[config.mk]
export PLATFORM = sky130hd
export DESIGN_NAME = hilo_ctrl
export DESIGN_NICKNAME = d
export VERILOG_FILES = /design/src/rtl/hilo_ctrl.sv
export SDC_FILE = /design/constraint.sdc
export NUM_CORES = 1
export LEC_CHECK = 0
export BUFFER_PORTS_ARGS = -buffer_cell sky130_fd_sc_hd__buf_2
export CAP_MARGIN = 20
export CORE_MARGIN = 1
export CORE_UTILIZATION = 25
export DETAILED_ROUTE_END_ITERATION = 10
export PLACE_DENSITY = 0.48
export SLEW_MARGIN = 20
export SYNTH_ARGS = -nofsm -noshare
export SYNTH_HDL_FRONTEND = slang
export SYNTH_SLANG_ARGS = --single-unit
export TNS_END_PERCENT = 20
[constraint.sdc]
create_clock -name clock -period 8.3 [get_ports clock]
set_clock_uncertainty 0.05 [all_clocks]
set_input_delay 1.66 -clock clock [delete_from_list [all_inputs] [get_ports clock]]
set_output_delay 1.66 -clock clock [all_outputs]
set_load 0.03 [all_outputs]
[src/rtl/hilo_ctrl.sv]
// HI/LO controller: routes DIV/DIVU to external dividers and MTHI/MTLO to HI/LO; sets a sticky error on divider timeout.
// Latency: MTHI/MTLO and divide-by-zero write at the accepting edge. A nonzero divide stalls 35 cycles with a 32-cycle divider.
// Backpressure: stall is held from acceptance until capture or timeout. Strobes outside IDLE are dropped, not queued.
// Ports: clock/reset (async, active-high); op_* strobes and rs_val/rt_val from decode;
//        div_dividend/div_divisor and div_start/divu_start go to the dividers; div_busy/divu_busy
//        and div_q/div_r/divu_q/divu_r come back; hi/lo, stall, done and err go to the pipeline.
module hilo_ctrl (
    input  logic        clock,
    input  logic        reset,
    input  logic        op_div,
    input  logic        op_divu,
    input  logic        op_mthi,
    input  logic        op_mtlo,
    input  logic [31:0] rs_val,
    input  logic [31:0] rt_val,
    output logic [31:0] div_dividend,
    output logic [31:0] div_divisor,
    output logic        div_start,
    output logic        divu_start,
    input  logic        div_busy,
    input  logic        divu_busy,
    input  logic [31:0] div_q,
    input  logic [31:0] div_r,
    input  logic [31:0] divu_q,
    input  logic [31:0] divu_r,
    output logic [31:0] hi,
    output logic [31:0] lo,
    output logic        stall,
    output logic        done,
    output logic        err
);

    typedef enum logic [1:0] {IDLE, ISSUE, WAIT} state_t;

    state_t      state;
    state_t      state_nx;
    logic        sel;        // 0: signed divider, 1: unsigned divider
    logic [5:0]  wd;         // WAIT-cycle watchdog, 0 in the first WAIT cycle
    logic        in_idle;
    logic        any_div;
    logic        rt_zero;
    logic        accept;
    logic        div_zero;
    logic        take_mthi;
    logic        take_mtlo;
    logic        sel_busy;
    logic        capture;
    logic        timeout;

    always_comb begin
        in_idle   = (state == IDLE);
        any_div   = op_div || op_divu;
        rt_zero   = (rt_val == 32'd0);
        accept    = in_idle && any_div && !rt_zero;
        div_zero  = in_idle && any_div && rt_zero;
        take_mthi = in_idle && !any_div && op_mthi;
        take_mtlo = in_idle && !any_div && !op_mthi && op_mtlo;
        sel_busy  = sel ? divu_busy : div_busy;
        // Busy only rises at the edge that ends ISSUE, so the first WAIT cycle
        // (wd == 0) sees a stale busy and must not be trusted.
        capture   = (state == WAIT) && (wd != 6'd0) && !sel_busy;
        // wd == 47 is the 48th WAIT cycle; giving up at its closing edge.
        timeout   = (state == WAIT) && !capture && (wd == 6'd47);
        stall     = !in_idle || accept;
    end

    always_comb begin
        state_nx = state;
        case (state)
            IDLE:    if (accept) state_nx = ISSUE;
            ISSUE:   state_nx = WAIT;
            WAIT:    if (capture || timeout) state_nx = IDLE;
            default: state_nx = IDLE;
        endcase
    end

    always_ff @(posedge clock or posedge reset) begin
        if (reset) state <= IDLE;
        else       state <= state_nx;
    end

    always_ff @(posedge clock or posedge reset) begin
        if (reset) begin
            hi           <= 32'd0;
            lo           <= 32'd0;
            div_dividend <= 32'd0;
            div_divisor  <= 32'd0;
            div_start    <= 1'b0;
            divu_start   <= 1'b0;
            done         <= 1'b0;
            err          <= 1'b0;
            sel          <= 1'b0;
            wd           <= 6'd0;
        end else begin
            div_start  <= 1'b0;
            divu_start <= 1'b0;
            done       <= 1'b0;

            // Start pulses are registered here so they are high exactly in ISSUE.
            if (accept) begin
                div_dividend <= rs_val;
                div_divisor  <= rt_val;
                sel          <= !op_div;
                div_start    <= op_div;
                divu_start   <= !op_div;
            end

            if (div_zero) begin
                lo   <= 32'hFFFF_FFFF;
                hi   <= rs_val;
                done <= 1'b1;
            end else if (take_mthi) begin
                hi <= rs_val;
            end else if (take_mtlo) begin
                lo <= rs_val;
            end

            if (state == ISSUE)     wd <= 6'd0;
            else if (state == WAIT) wd <= wd + 6'd1;

            if (capture) begin
                lo   <= sel ? divu_q : div_q;
                hi   <= sel ? divu_r : div_r;
                done <= 1'b1;
            end

            if (timeout) err <= 1'b1;
        end
    end

endmodule

==> results.yml <==
outcome:
  status: "finished, final reports clean"
power:
  ir_drop_mv: 0.309
  leakage_nw: 4.76
  power_density_mw_per_mm2: 421
clock_tree:
  cts_buffer_depth: 2
  cts.clk_slew.worst_paths_ns: 0.07
  cts-buffers-inserted: 17
  postCtsSetupBuffers: 0
  clk_latency_ns: 0.41
  cts_sinks: 141
  ctsRootBufferMaster: "clkbuf_16"
  htree_levels: 4
  cts_tree: "built"
  post_cts_resized: 0
  ctsHoldBuffers: 0
route:
  first_pass_iters: 4
  wl_per_cell_um: 17.4
  viasPerCell: 4.44
  drc: 0
  wl_um: 22800
  vias: 5816
  antenna_left: 0
  dr.first_iter.drc_count: 256
critical_path:
  critPathLaunchType: "input pin"
  crit_required_ns: 6.59
  crit_type: "in -> out"
  arrival_ns: 2.81
  path_max_fanout: 2
  endpoint_kind: "primary output"
synthesis:
  synthMuxAreaShare: 0.313
  ys_types: 37
  synth-warning-count: 0
  syn-cell-area_mm2: 0.00718
  synth_common_cells: "dfrtp_1 (141), mux2_2 (101), o21ai_0 (72), mux2i_1 (66), nand2_1 (35)"
  ys_ff_latch: 141
  synth_area_leader_cell: "dfrtp_1"
  synth_top_area_share: 0.492
  syn_avg_cell_area_um2: 11.8
  yosysMostFrequentCell: "dfrtp_1"
  synth-xor-area-share: 0.00244
  synth_top_family_by_area: "multiplexers"
  synth_nets: 812
  synth-compound-area-share: 0.0800
  synth-simple-area-share: 0.0638
  synth_seq_area_share: 0.492
  yosys-top-cells-area: "dfrtp_1 (49%), mux2_2 (16%), mux2i_1 (9.2%)"
  synth_fa_ha_area_frac: 0.0105
  synth_edf_count: 0
  ys.flop_type: "dfrtp_1"
  synthArstFlopShare: 1.00
  synth_cells: 606
timing:
  tns_ns: 0
  drv_slew: 0
  tightest_slew_ns: 1.00
  finalCriticalPeriod_ns: 4.52
  hold_ws_ns: 0.424
  hold_violations: 0
  fin_ws_ns: 3.78
  fmax_mhz: 221
  slew_headroom: 0.330
  setup_viol: 0
  rsz0062_at_grt: "false"
  period_share: 0.545
cells_and_area:
  final_util: 0.348
  drive_gt1_frac: 0.547
  diodes: 0
  nNetsFinal: 1124
  layout.cells.non_filler: 1309
  syn_to_final_growth_pct: 35.8
grt:
  grt_max_degree: 77
  antenna_found_initial: 0
  grt_usage: 0.154
  grt_pass1_wl_um: 34000
  grt.overflow.total: 0
  grt_pass1_vias: 5839
hold_path:
  min_path_type: "reg -> reg"
die:
  io_pins: 333
  num_rows: 61
  start_util: 0.256
  die_w_um: 171
  dieArea_mm2: 0.0294
  placeableCoreArea_mm2: 0.0280
  dieHeight_um: 171
run:
  maxCapViolations: 0
placement:
  gp_congestion: 0.740
  dp_slack_ns: 3.75
  dp.cells: 1277
  hpwl_um: 16300
  port_buffers: 332
==> layout by cell type, fill, tap and decap left out, types with 2 or more instances in the layout <==
cell,n
nor4_1,8
mux2_2,101
nand2b_1,2
mux2_4,30
nor2_1,5
clkbuf_16,17
buf_4,7
nand3b_1,2
clkbuf_8,2
buf_2,332
inv_1,9
dfrtp_1,140
o21ai_0,72
nand2_1,35
nand3_1,32
o21ai_1,28
inv_6,4
clkinv_2,2
nand4_1,3
ha_1,6
clkinv_4,6
mux2i_1,66
a21oi_1,3
==> layout make-up <==
| class | count | area [um^2] |
|---|---|---|
| Timing Repair Buffer | 339 | 1710 |
| Inverter | 10 | 42.5 |
| Clock buffer | 19 | 453 |
| Clock inverter | 13 | 130 |
| Multi-Input combinational cell | 409 | 3400 |
| Fill cell | 2925 | 18300 |
| Sequential cell | 141 | 3530 |
| Tap cell | 378 | 473 |
==> cell families after synthesis <==
kind of cell | after synthesis
flops | 141
buf+inv | 56
simple gates | 94
xor+xnor | 2
compound gates | 110
mux | 197
fa+ha+maj | 6
==> routing by layer <==
metal,vias up,share of wire,global-route usage
li1,2810,-,-
met1,2792,0.45,0.198
met3,12,0.066,0.0483
met2,202,0.48,0.253
met4,0,0.0072,0.0314
met5,-,0,0
==> sequential cells by signal, summed over array words and instances, names as in the netlist <==
signal and flops:
sel 1, hi 32, done 1, err 1
div_start 1, divu_start 1, div_dividend 32, wd 6
div_divisor 32, lo 32, state 2
==> where the power goes <==
part / internal, mW / switching [mW]
sequential: 1.03 / 0.198
clock: 0.436 / 0.336
combinational: 0.811 / 1.30
==> critical path, cell delays in order <==
cell	delay [ns]
buf_2	0.11
nor4_1	0.36
nand4_1	0.24
o21ai_4	0.20
nand2_1	0.06
buf_2	0.18
==> per-stage QoR <==
stage               instance area [um^2]  power, mW
floorplan                           7180       2.74
global placement                    9170       3.37
detailed placement                  9170       3.38
CTS                                 9750       4.18
global route                        9750       4.36
finish                              9750       4.10
==> final timing paths <==
kind / endpoint / from / slack (ns) / depth (start not counted)
max in group asynchronous: sel$_DFFE_PP0P_ / reset / 5.34 / 3
hold / removal: err$_DFFE_PP0P_ / err$_DFFE_PP0P_ / 0.42 / 2
setup / recovery: stall / rt_val[26] / 3.78 / 6
hold reg to reg: err$_DFFE_PP0P_ / err$_DFFE_PP0P_ / 0.42 / 2
min in group asynchronous: div_divisor[17]$_DFFE_PP0P_ / reset / 1.32 / 2
setup reg to reg: lo[14]$_DFFE_PP0P_ / sel$_DFFE_PP0P_ / 4.97 / 6
No activity file was read; power rests on OpenSTA's default activity.
